### src/rtl/hour_counter.sv
// Mod-MODULUS hour counter fed by the minutes-stage carry plus Add/Subtract buttons.
// Define TWELVE_HOUR_EN to add the registered 12-hour display outputs (MODULUS must be 24).
module hour_counter #(
  parameter int unsigned MODULUS = 24,
  parameter int unsigned WIDTH   = 5
) (
  input  logic             Clk,
  input  logic             Reset_N,
  input  logic             Carry_in,
  input  logic             Add,
  input  logic             Subtract,
  output logic             Day_out,
  output logic [0:WIDTH-1] count,
  output logic [1:0]       Tens,
  output logic [3:0]       Units
`ifdef TWELVE_HOUR_EN
  ,
  output logic             Hour12_tens,
  output logic [3:0]       Hour12_units,
  output logic             Pm
`endif
);

  localparam int unsigned SumW = WIDTH + 2;
  localparam logic [SumW-1:0] Mod1 = SumW'(MODULUS);
  localparam logic [SumW-1:0] Mod2 = SumW'(2 * MODULUS);

  // Bit 0: carry, bit 1: add, bit 2: subtract.
  logic [2:0] s1_q, s1_d, s2_q, s2_d, prev_q, prev_d, evt;

  logic [WIDTH-1:0] count_q, count_d;
  logic [1:0]       tens_q, tens_d;
  logic [3:0]       units_q, units_d;
  logic             day_q, day_d;
  logic [SumW-1:0]  sum, wrapped;

  always_comb begin
    s1_d   = {Subtract, Add, Carry_in};
    s2_d   = s1_q;
    prev_d = s2_q;
    evt    = s2_q & ~prev_q;

    // Bias by MODULUS so a -1 delta never goes negative; sum spans 0..2*MODULUS+1.
    sum = SumW'(count_q) + Mod1 + SumW'(evt[0]) + SumW'(evt[1]) - SumW'(evt[2]);
    if (sum >= Mod2) begin
      wrapped = sum - Mod2;
    end else if (sum >= Mod1) begin
      wrapped = sum - Mod1;
    end else begin
      wrapped = sum;
    end

    count_d = wrapped[WIDTH-1:0];
    day_d   = evt[0] && (sum >= Mod2);
    tens_d  = 2'(count_d / 10);
    units_d = 4'(count_d % 10);
  end

  always_ff @(posedge Clk or negedge Reset_N) begin
    if (!Reset_N) begin
      s1_q    <= '1;
      s2_q    <= '1;
      prev_q  <= '1;
      count_q <= '0;
      tens_q  <= '0;
      units_q <= '0;
      day_q   <= 1'b0;
    end else begin
      s1_q    <= s1_d;
      s2_q    <= s2_d;
      prev_q  <= prev_d;
      count_q <= count_d;
      tens_q  <= tens_d;
      units_q <= units_d;
      day_q   <= day_d;
    end
  end

  assign count   = count_q;
  assign Tens    = tens_q;
  assign Units   = units_q;
  assign Day_out = day_q;

`ifdef TWELVE_HOUR_EN
  logic [WIDTH-1:0] h12;
  logic             h12_tens_q, h12_tens_d, pm_q, pm_d;
  logic [3:0]       h12_units_q, h12_units_d;

  always_comb begin
    h12 = count_d;
    if (count_d == '0) begin
      h12 = WIDTH'(12);
    end else if (count_d > WIDTH'(12)) begin
      h12 = count_d - WIDTH'(12);
    end
    h12_tens_d  = (h12 >= WIDTH'(10));
    h12_units_d = h12_tens_d ? 4'(h12 - WIDTH'(10)) : 4'(h12);
    pm_d        = (count_d >= WIDTH'(12));
  end

  always_ff @(posedge Clk or negedge Reset_N) begin
    if (!Reset_N) begin
      h12_tens_q  <= 1'b1;
      h12_units_q <= 4'd2;
      pm_q        <= 1'b0;
    end else begin
      h12_tens_q  <= h12_tens_d;
      h12_units_q <= h12_units_d;
      pm_q        <= pm_d;
    end
  end

  assign Hour12_tens  = h12_tens_q;
  assign Hour12_units = h12_units_q;
  assign Pm           = pm_q;
`endif

endmodule

### config.mk
export PLATFORM = sky130hd
export DESIGN_NAME = hour_counter
export DESIGN_NICKNAME = d
export VERILOG_FILES = /design/src/rtl/hour_counter.sv
export SDC_FILE = /design/constraint.sdc
export NUM_CORES = 1
export LEC_CHECK = 0
export ABC_AREA = 1
export BUFFER_PORTS_ARGS = -buffer_cell sky130_fd_sc_hd__buf_2
export CAP_MARGIN = 20
export CELL_PAD_IN_SITES_DETAIL_PLACEMENT = 0
export CELL_PAD_IN_SITES_GLOBAL_PLACEMENT = 1
export CORE_MARGIN = 2
export CORE_UTILIZATION = 43
export CTS_BUF_LIST = sky130_fd_sc_hd__clkbuf_8
export DETAILED_ROUTE_END_ITERATION = 16
export GPL_TIMING_DRIVEN = 1
export PLACE_DENSITY_LB_ADDON = 0.1
export REMOVE_ABC_BUFFERS = 1
export SYNTH_ARGS = -nofsm -noshare
export SYNTH_HDL_FRONTEND = slang
export SYNTH_SLANG_ARGS = --single-unit
### constraint.sdc
create_clock -name Clk -period 4.4 [get_ports Clk]
set_input_delay 1.32 -clock Clk [delete_from_list [all_inputs] [get_ports Clk]]
set_output_delay 1.32 -clock Clk [all_outputs]
set_load 0.05 [all_outputs]
# After elaboration in Yosys (flattened, before gate mapping)

Index checks and enable logic that the tools add are counted.

Register bits: 21
Output and inout bits: 12
Word-level logic and storage cells: 22

Add/subtract/negate cells: 6
Div/mod/pow operators: 2
Order comparisons: 2
Muxes and demuxes: 2
Bitwise gates (word level): 2
Reductions and logical operators: 1

Operators by type and width:

| cell                                                                                | count |
|---|---|
| 5-bit by 4-bit divider with 32-bit output, second input constant                    | 1 |
| 5-bit by 4-bit modulo with 32-bit output, second input constant                     | 1 |
| 5-bit two-way mux                                                                   | 2 |
| 5-bit subtractor, second input constant                                             | 2 |
| 6-bit by 1-bit adder with 7-bit output                                              | 1 |
| 7-bit by 1-bit adder with 7-bit output                                              | 1 |
| 7-bit by 5-bit greater-or-equal comparator with 1-bit output, second input constant | 1 |
| 7-bit by 6-bit greater-or-equal comparator with 1-bit output, second input constant | 1 |
| 7-bit by 1-bit subtractor with 7-bit output                                         | 1 |
| 5-bit by 5-bit adder with 6-bit output, second input constant                       | 1 |
| 3-bit AND                                                                           | 1 |
| 3-bit NOT                                                                           | 1 |
| 1-bit logical AND                                                                   | 1 |

# Depth between registers and ports, before layout

Gate-level depths: netlist (run 1).

Depth in word-level cells: 9
Mapped depth: 29

# Worst setup path after synthesis (run 1)

No wires, ideal clock.

Path type: register -> register
Start: register s2_q[2], in the netlist prev_d[2]
End: register units_q[1], in the netlist Units[1]
Library setup time: 0.117 ns
Data arrival time: 3.355 ns
Path slack: 0.928 ns
Cell stages (with the launch flop): 26
Buffers on the path: 0
Cells stage by stage: dfstp_2 > inv_1 > nor2_1 > ha_1 > fa_1 > inv_1 > fa_1 > inv_1 > nand2_1 > nor2_4 > nand3_2 > o21ai_2 > nand2_1 > nand2_1 > nand2_2 > inv_2 > nand2_2 > ha_1 > inv_1 > nand3_2 > nand2_2 > nand2_2 > inv_2 > nand2_2 > nand2_1 > nand2_1

Word-level cells in the longest chain between the ends: 6

RTL lines:

| item                                                                                                    | RTL line | text |
|---|---|---|
| start: declaration                                                                                      | 29       | `logic [2:0] s1_q, s1_d, s2_q, s2_d, prev_q, prev_d, evt;` |
| start signal: assignment                                                                                | 62       | `s2_q <= '1;` |
| start signal: assignment                                                                                | 70       | `s2_q <= s2_d;` |
| 3-bit AND (*)                                                                                           | 41       | `evt = s2_q & ~prev_q;` |
| 7-bit by 1-bit subtractor with 7-bit output (*)                                                         | 44       | `sum = SumW'(count_q) + Mod1 + SumW'(evt[0]) + SumW'(evt[1]) - SumW'(evt[2]);` |
| net sum[1]                                                                                              | 35       | `logic [SumW-1:0] sum, wrapped;` |
| 7-bit by 5-bit greater-or-equal comparator with 1-bit output / 5-bit subtractor (equally long branches) | 47, 48   |  |
| 5-bit two-way mux                                                                                       | 47       | `end else if (sum >= Mod1) begin` |
| 5-bit two-way mux (*)                                                                                   | 45       | `if (sum >= Mod2) begin` |
| net wrapped[3]                                                                                          | 35       |  |
| 5-bit by 4-bit modulo with 32-bit output (*)                                                            | 56       | `units_d = 4'(count_d % 10);` |
| net units_d[1]                                                                                          | 33       | `logic [3:0] units_q, units_d;` |
| end signal: assignment                                                                                  | 74       | `units_q <= units_d;` |
| end: declaration                                                                                        | 33       |  |

Mark *: on every way through the listed nets, which the timed path passes. The rest lies on a longest branch.

# Worst setup path in the final report (run 1)

Start: register s2_q[2], in the netlist prev_d[2]
End: register units_q[1], in the netlist Units[1]

Word-level cells in the longest chain between the ends: 6

RTL lines:

| item                                                                                                    | RTL line |
|---|---|
| 3-bit AND (*)                                                                                           | 41 |
| 7-bit by 1-bit subtractor with 7-bit output (*)                                                         | 44 |
| 7-bit by 5-bit greater-or-equal comparator with 1-bit output / 5-bit subtractor (equally long branches) | 47, 48 |
| 5-bit two-way mux                                                                                       | 47 |
| 5-bit two-way mux (*)                                                                                   | 45 |
| net wrapped[3]                                                                                          | 35 |
| 5-bit by 4-bit modulo with 32-bit output (*)                                                            | 56 |
| net units_d[1]                                                                                          | 33 |

Marks and branches as above.

==> impl_metrics.tcl, run 1 <==
set metrics [dict create \
    outcome "completed" \
    finalSetupTns_ns 0 \
    cp.required_ns 4.55 \
    grt_overflow 0 \
    grt_pass1_wl_microns 3160 \
    final_cell_mix "33 x nand2_1, 21 x inv_1, 16 x buf_2" \
    syn_area_sq_mm 0.00109 \
    clock-sinks 20 \
    worst_pin_slew_ns 0.425 \
    crit_path_max_incr_delay_ns 0.53 \
    die-area_sq_mm 0.00295 \
    fin_nets 157 \
    port_buffers 16 \
    num_rows 18 \
    firstDrtPassIters 2 \
    antenna_found_initial 0 \
    cts-root-buf "clkbuf_8" \
    finish.utilization 0.516 \
    grt_max_degree 21 \
    core_sq_mm 0.00243 \
    hold_class "reg2reg" \
    grt_use_total 0.155 \
    period_minus_slack_ns 3.83 \
    rsz0062_at_grt "no" \
    syn_to_final_growth_pct 15.2 \
    fin_crit_sh 0.871 \
    drt_wl_total_microns 1820 \
    first_global_vias 738 \
    clk_latency_ns 0.26 \
    numCtsBuffers 3 \
    fmax_ghz 0.261 \
    whs_ns 0.353 \
    ys_ff_latch 20 \
    drt.antenna.violating_nets 0 \
    ctsResizeCount 0 \
    design_area_sq_mm 0.00125 \
    dp_hpwl_microns 1540 \
    skew_ns 0.00364 \
    path_common_cell "nand2_1" \
    drv_cap 0 \
    synth_cell_types 19 \
    die-height_microns 54.3 \
    criticalPathCategory "reg2reg" \
    drc 0 \
    ios 17 \
    via_count 783 \
    wl_per_cell_microns 10.6 \
    finalHoldViolCount 0 \
    synth.top_cell.area_share 0.253 \
    gp_congestion 0.701 \
    drt_iter0_markers 1 \
    finalSetupViolations 0 \
    path_clk_slew_ns 0.07 \
    path_max_fanout 3 \
    floorplan.initialDensity 0.448 \
    yosysSeqAreaShare 0.470 \
    final_layout_size_suffix_gt1_frac 0.352 \
    viasPerCell 4.55 \
    avgSynthCellArea_sq_um 8.86 \
    die_w_microns 54.3 \
    cts_tree "done" \
    cts_setup_buffers 0 \
    worstSetupStartpointType "flip-flop" \
    yosys.area.top_type "dfrtp_1" \
    antenna_cells 0 \
    syn_inst 123 \
    cts_hold_buf 0 \
    clk_path_buf_depth 2 \
    placed_area_sq_mm 0.00120 \
    cts_htree_levels 1 \
    worstPathArrival_ns 3.98 \
    cp_slowest_cell "dfstp_2" \
    final_common_cell "nand2_1" \
    netlist_top_cells_area "dfrtp_1 25%, dfstp_2 22%, nand2_1 11%, ha_1 8.0%, inv_1 7.2%" \
    slew_viol_final 0 \
    max_slew_margin 0.717 \
    ys.warnings.count 0 \
    cp-end-kind "flip-flop" \
]
logic make-up after synthesis:
logic type      Yosys count  synth area share
buf+inv                  26            0.0930
fa+ha+maj                 9             0.117
compound gates            5            0.0356
flops                    20             0.470
simple gates             63             0.285
critical path, delay by kind of cell (launching register included):
kind | cells | cell delay [ns]
flops | 1 | 0.53
simple gates | 18 | 1.36
fa+ha+maj | 5 | 1.37
buf+inv | 6 | 0.45
per-layer routing:
| layer | GRT usage | up-vias | routed length, microns |
|---|---|---|---|
| met1 | 0.180 | 360 | 864 |
| met2 | 0.269 | 10 | 889 |
| met4 | 0.0750 | 0 | 29 |
| met3 | 0.0328 | 4 | 39 |
| li1 | - | 409 | - |
| met5 | 0 | - | 0 |
stage by stage:
step | setup slack, ns | instances
floorplan | 0.680 | 122
global placement | 0.604 | 168
detailed placement | 0.525 | 168
CTS | 0.519 | 172
global route | 0.197 | 172
finish | 0.568 | 172
area by class of cell:
type | instances | area (sq um)
multi-input combinational | 77 | 477
timing repair buffer | 16 | 80.1
fill | 230 | 1180
inverter | 25 | 93.8
sequential | 20 | 512
clock buffer | 4 | 55.1
tap | 30 | 37.5
cells in the mapped netlist:
cell type	count
nand3_2	4
nand2_4	1
o21ai_2	1
a21boi_1	1
dfrtp_1	11
nand3_1	9
buf_4	1
nand2_1	33
a21oi_2	2
nand2_2	8
a21oi_1	1
inv_1	21
inv_2	4
nor2_1	6
dfstp_2	9
ha_1	7
fa_1	2
nor2_4	1
nand4_1	1
path summary, 6_finish.rpt:
check / from / to / slack [ns] / cells after the start
worst min register to register: s1_q[0]$_DFF_PN1_ / prev_d[0]$_DFF_PN1_ / 0.35 / 0
worst max register to register: prev_d[2]$_DFF_PN1_ / Units[1]$_DFF_PN0_ / 0.57 / 29
worst max-delay path: prev_d[2]$_DFF_PN1_ / Units[1]$_DFF_PN0_ / 0.57 / 29
min in group asynchronous: Reset_N / Units[1]$_DFF_PN0_ / 0.99 / 1
max in group asynchronous: Reset_N / s1_q[1]$_DFF_PN1_ / 3.08 / 1
worst min-delay path: s1_q[0]$_DFF_PN1_ / prev_d[0]$_DFF_PN1_ / 0.35 / 0
registers in the layout, summed over array words and instances (netlist names):
register  count
Units         4
count         4
prev_d        3
prev_q        3
s1_q          3
Tens          2
Day_out       1
Power of run 1 is left out: the tool's default activity adds up to more than one toggle a clock period on the data nets, which glitch-free logic cannot reach.
==> run 2, diff against run 1 <==
==> constraint.sdc (replaced) <==
create_clock -name Clk -period 4.75 [get_ports Clk]
set_input_delay 1.425 -clock Clk [delete_from_list [all_inputs] [get_ports Clk]]
set_output_delay 1.425 -clock Clk [all_outputs]
set_load 0.05 [all_outputs]
==> run 2 against run 1 <==
  * Cell count stayed put
  * Sequential cell count unchanged
  * Fmax fell by 0.34%
  * Critical path depth down 4
  * Register-to-register slack improved by 0.34 ns
  * Count of clock-buffer cells in the layout fell by 1
  * Clock skew is 0.0016 ns higher
  * Hold slack worse by 0.0033 ns
  * Die area unchanged
  * Critical endpoint unchanged
==> impl_metrics.tcl, run 2 (same netlist as run 1, synthesis figures left out) <==
set metrics [dict create \
    outcome "completed" \
    clk_path_buf_depth 2 \
    cts-root-buf "clkbuf_8" \
    path_clk_slew_ns 0.07 \
    clk_latency_ns 0.25 \
    grt_pass1_wl_microns 3060 \
    ios 17 \
    grt_max_degree 21 \
    cts_hold_buf 0 \
    drt.antenna.violating_nets 0 \
    core_sq_mm 0.00243 \
    finalHoldViolCount 0 \
    drv_cap 0 \
    drt_wl_total_microns 1840 \
    slew_viol_final 0 \
    die-area_sq_mm 0.00295 \
    grt_use_total 0.144 \
    antenna_found_initial 0 \
    clock-sinks 20 \
    placed_cells 168 \
    cp-end-kind "flip-flop" \
    design_area_sq_mm 0.00127 \
    final_layout_size_suffix_gt1_frac 0.352 \
    skew_ns 0.00528 \
    dp_hpwl_microns 1510 \
    fin_crit_sh 0.809 \
    antenna_cells 0 \
    placed_area_sq_mm 0.00120 \
    period_minus_slack_ns 3.84 \
    floorplan.initialDensity 0.448 \
    gp_congestion 0.748 \
    cts_htree_levels 1 \
    final_cell_mix "33 x nand2_1, 21 x inv_1, 16 x buf_2" \
    die_w_microns 54.3 \
    instances_no_fill 172 \
    worst_pin_slew_ns 0.410 \
    hold_class "reg2reg" \
    finalSetupTns_ns 0 \
    final_common_cell "nand2_1" \
    cts_setup_buffers 0 \
    finalSetupViolations 0 \
    path_max_fanout 5 \
    drc 0 \
    syn_to_final_growth_pct 16.6 \
    worstSetupStartpointType "flip-flop" \
    max_slew_margin 0.727 \
    grt_overflow 0 \
    num_rows 18 \
    viasPerCell 4.56 \
    criticalPathCategory "reg2reg" \
    preCtsSetupSlack_ns 0.916 \
    die-height_microns 54.3 \
    firstDrtPassIters 4 \
    cts_tree "done" \
    first_global_vias 741 \
    fin_nets 157 \
    worstPathArrival_ns 3.99 \
    ctsResizeCount 0 \
    port_buffers 16 \
    wl_per_cell_microns 10.7 \
    via_count 784 \
    fmax_ghz 0.260 \
    numCtsBuffers 3 \
    drt_iter0_markers 8 \
    cp.required_ns 4.89 \
    nFillCells 240 \
    rsz0062_at_grt "no" \
    setup_ws_ns 0.905 \
]
[run 2: final cells by class]
type                            instances  area (sq um)  share of cell area
Timing Repair Buffer                   16          80.1              0.0630
Clock buffer                            3          41.3              0.0325
Tap cell                               30          37.5              0.0295
Clock inverter                          1          30.0              0.0236
Sequential cell                        20           512               0.403
Inverter                               25          93.8              0.0738
Multi-Input combinational cell         77           477               0.375
[run 2: path summary, 6_finish.rpt]
| path | start | endpoint | slack (ns) | cells after the start |
|---|---|---|---|---|
| min | s1_q[1]$_DFF_PN1_ | prev_d[1]$_DFF_PN1_ | 0.35 | 0 |
| max | prev_d[2]$_DFF_PN1_ | Units[1]$_DFF_PN0_ | 0.91 | 25 |
| max reg2reg | prev_d[2]$_DFF_PN1_ | Units[1]$_DFF_PN0_ | 0.91 | 25 |
| min reg2reg | s1_q[1]$_DFF_PN1_ | prev_d[1]$_DFF_PN1_ | 0.35 | 0 |
| min in group asynchronous | Reset_N | count[3]$_DFF_PN0_ | 1.10 | 1 |
| max in group asynchronous | Reset_N | s1_q[1]$_DFF_PN1_ | 3.33 | 1 |
[run 2: critical path, stage by stage, from the launching register on]
cell and delay (ns):
dfstp_2 0.53, inv_1 0.03, nor2_1 0.12, ha_1 0.26, fa_1 0.39, inv_1 0.11
fa_1 0.52, inv_1 0.15, nand2_1 0.10, nor2_4 0.15, nand3_2 0.09, o21ai_2 0.16
nand2_1 0.06, nand2_1 0.07, nand2_2 0.06, inv_2 0.08, nand2_2 0.07, ha_1 0.27
inv_1 0.07, nand3_2 0.07, nand2_2 0.07, nand2_2 0.06, inv_2 0.06, nand2_2 0.06
nand2_1 0.06, nand2_1 0.04
[run 2: stage by stage]
step / util / hold slack (ns)
final: 0.523 / 0.350
after global routing: 0.523 / 0.354
after CTS: 0.523 / 0.352
after detailed placement: 0.493 / 0.347
after global placement: 0.493 / 0.346
after floorplan: - / 0.345
[run 2: layer usage]
layer / track usage / routed length, microns
met1: 0.183 / 866
met2: 0.247 / 912
met3: 0.0410 / 45
met4: 0.0250 / 12
met5: 0 / 0
Power of run 2 is left out for the same reason.
==> run 3, diff against run 2 <==
--- a/config.mk
+++ b/config.mk
@@ -5,13 +5,13 @@
 export SDC_FILE = /design/constraint.sdc
 export NUM_CORES = 1
 export LEC_CHECK = 0
-export ABC_AREA = 1
+export ABC_AREA = 0
 export BUFFER_PORTS_ARGS = -buffer_cell sky130_fd_sc_hd__buf_2
 export CAP_MARGIN = 20
 export CELL_PAD_IN_SITES_DETAIL_PLACEMENT = 0
 export CELL_PAD_IN_SITES_GLOBAL_PLACEMENT = 1
 export CORE_MARGIN = 2
-export CORE_UTILIZATION = 43
+export CORE_UTILIZATION = 42
 export CTS_BUF_LIST = sky130_fd_sc_hd__clkbuf_8
 export DETAILED_ROUTE_END_ITERATION = 16
 export GPL_TIMING_DRIVEN = 1
==> constraint.sdc (replaced) <==
create_clock -name Clk -period 3.2 [get_ports Clk]
set_input_delay 0.96 -clock Clk [delete_from_list [all_inputs] [get_ports Clk]]
set_output_delay 0.96 -clock Clk [all_outputs]
set_load 0.05 [all_outputs]
==> run 3 against run 2 <==
  * The run now ends with negative setup slack left
  * Clock skew is 0.0018 ns lower
  * Critical path type unchanged
  * Critical path depth fell by 5
  * Global-route usage is 6.0 points higher
  * Hold slack better by 0.0044 ns
  * Routed wire length grew 61%
  * Area after synthesis increased by 13%
  * Worst setup slack worse by 1.8 ns
  * Synthesized cell count fell by 6.5%
  * Fmax is 5.1% lower
  * Non-clock buffer count grew 36
  * Final area up 46%
  * First-iteration DRC count rose to 4.5 times the previous value
==> impl_metrics.tcl, run 3 <==
set metrics [dict create \
    slew_viol_final 0 \
    synth.top_cell.area_share 0.223 \
    floorplan.initialDensity 0.444 \
    antenna_found_initial 0 \
    final_cell_mix "32 x buf_4, 16 x buf_2, 11 x dfrtp_1" \
    setup_ws_ns -0.851 \
    core_sq_mm 0.00278 \
    avgSynthCellArea_sq_um 10.7 \
    r2r_slack_ns -0.85 \
    final_layout_size_suffix_gt1_frac 0.595 \
    yosysSeqAreaShare 0.414 \
    hold_end "prev_d[0]$_DFF_PN1_" \
    netlist_top_cells_area "dfrtp_1 22%, dfstp_2 19%, ha_1 7.1%, fa_1 3.2%, inv_1 2.7%" \
    grt_use_total 0.204 \
    worstSetupStartpointType "flip-flop" \
    cts_tree "done" \
    cp-end-kind "flip-flop" \
    design_area_sq_mm 0.00185 \
    drt_iter0_markers 36 \
    clock-sinks 20 \
    syn_inst 115 \
    via_count 1072 \
    rr_startpoint "prev_d[2]$_DFF_PN1_" \
    rr_endpoint "Units[1]$_DFF_PN0_" \
    fin_nets 183 \
    finalSetupViolations 7 \
    die-area_sq_mm 0.00339 \
    synth_top_flop_cell "dfrtp_1" \
    synth_cell_types 49 \
    synth_edf_count 0 \
    clk_latency_ns 0.25 \
    r2r_cells 20 \
    finalSetupTns_ns -4.11 \
    wl_per_cell_microns 14.9 \
    fmax_ghz 0.247 \
    cts-root-buf "clkbuf_8" \
    numCtsBuffers 3 \
    final_common_cell "buf_4" \
    rsz0062_at_grt "yes" \
    worstPathArrival_ns 4.17 \
    ys.warnings.count 0 \
    first_global_vias 1118 \
    fin_crit_sh 1.27 \
    drt_wl_total_microns 2960 \
    criticalPathCategory "reg2reg" \
    grt_max_degree 21 \
    dp_hpwl_microns 2130 \
    die_w_microns 58.2 \
    drc 0 \
    placed_area_sq_mm 0.00156 \
    grt_overflow 0 \
    die-height_microns 58.2 \
    gp_congestion 0.893 \
    ys_ff_latch 20 \
    min-delay-start "s1_q[0]$_DFF_PN1_" \
    grt_pass1_wl_microns 5220 \
    clk_path_buf_depth 2 \
    firstDrtPassIters 4 \
    path_max_fanout 4 \
    ios 17 \
    finalHoldViolCount 0 \
    antenna_cells 0 \
    outcome "finished with violations" \
    violations "negative setup slack" \
    synthArstFlopShare 1.00 \
    hold_class "reg2reg" \
    period_minus_slack_ns 4.05 \
    syn_to_final_growth_pct 49.9 \
    drv_cap 0 \
    cp.required_ns 3.32 \
    max_slew_margin 0.721 \
    cts_htree_levels 1 \
    yosys.area.top_type "dfrtp_1" \
    num_rows 19 \
    holdPathStages 0 \
    worst_pin_slew_ns 0.418 \
    path_clk_slew_ns 0.07 \
    synthTopCellsByCount "11 x dfrtp_1, 9 x dfstp_2, 9 x inv_1, 9 x nand2_1, 7 x ha_1" \
    syn_area_sq_mm 0.00123 \
    skew_ns 0.00353 \
    viasPerCell 5.39 \
    synth_most_common_cell "dfrtp_1" \
    drt.antenna.violating_nets 0 \
    port_buffers 16 \
]
-- run 3: changes by cell type after synthesis, sizes merged, moves of 4 or more --
cell,previous run,this run
o21ai,1,6
a211oi,0,4
nand3,13,0
inv,25,12
nand2,42,9
nand2b,0,5
nor2b,0,4
-- run 3: worst max path at each step --
stage                             start            endpoint  slack, ns  depth (start not counted)
floorplan            Units[0]$_DFF_PN0_  Units[1]$_DFF_PN0_      -1.51                         16
global placement    prev_d[2]$_DFF_PN1_  Units[1]$_DFF_PN0_      -1.16                         17
detailed placement  prev_d[2]$_DFF_PN1_  Units[1]$_DFF_PN0_      -1.19                         17
CTS                 prev_d[2]$_DFF_PN1_  Units[3]$_DFF_PN0_      -0.81                         18
global route        prev_d[2]$_DFF_PN1_  Units[3]$_DFF_PN0_      -1.00                         18
finish              prev_d[2]$_DFF_PN1_  Units[1]$_DFF_PN0_      -0.85                         20
-- run 3: per-stage QoR --
step,setup WS [ns],hold WS [ns],util,instances
floorplan,-1.51,0.345,-,112
global placement,-1.16,0.345,0.562,189
detailed placement,-1.19,0.347,0.562,189
CTS,-0.812,0.357,0.658,198
global route,-1.00,0.361,0.666,199
finish,-0.851,0.354,0.666,199
-- run 3: critical path, cell delays in order, from the launching register on --
cell and delay [ns]:
dfstp_2 0.54, nor2b_4 0.15, ha_4 0.21, fa_2 0.35, inv_2 0.07, fa_2 0.19, and3_4 0.20, or3_4 0.14
nand2_4 0.06, ha_4 0.17, a32o_1 0.25, a211o_1 0.30, o21bai_4 0.20, a21oi_4 0.15, nand2_2 0.08, ha_4 0.17
nor2b_2 0.16, nand2_1 0.08, o21ai_0 0.09, a32oi_1 0.20, o311ai_1 0.13
-- run 3: final cells by class --
| cell class | count | area, sq um |
|---|---|---|
| tap | 31 | 38.8 |
| inverter | 12 | 45.0 |
| timing repair buffer | 52 | 365 |
| clock inverter | 1 | 30.0 |
| multi-input combinational | 80 | 820 |
| fill | 193 | 930 |
| sequential | 20 | 512 |
| clock buffer | 3 | 41.3 |
-- run 3: kinds of logic (layout without fill, tap and decap cells) --
kind of cell               count (synthesis)  count (layout)  synth area share
AOI/OAI and AO/OA                         33              33             0.223
and+or+nand+nor                           33              33             0.158
DFF                                       20              20             0.414
buffers and inverters                     15              68            0.0496
adders and majority gates                 11              11             0.121
xor gates and xnor gates                   2               2            0.0263
muxes                                      1               1           0.00811
-- run 3: what timing repair did --
item	CTS	global route
pin swaps	21	4
hold buffers	0	0
setup buffers	5	1
endpoints found under the setup margin	8	7
resized for setup	32	2
-- run 3: metal layers --
metal	wire length (microns)	share of wire	up-vias	GRT usage
met5	0	0	-	0
met4	31	0.010	0	0.0332
met3	94	0.032	2	0.0402
met2	1470	0.50	21	0.338
met1	1360	0.46	520	0.283
li1	-	-	529	-
Power of run 3 is left out for the same reason.
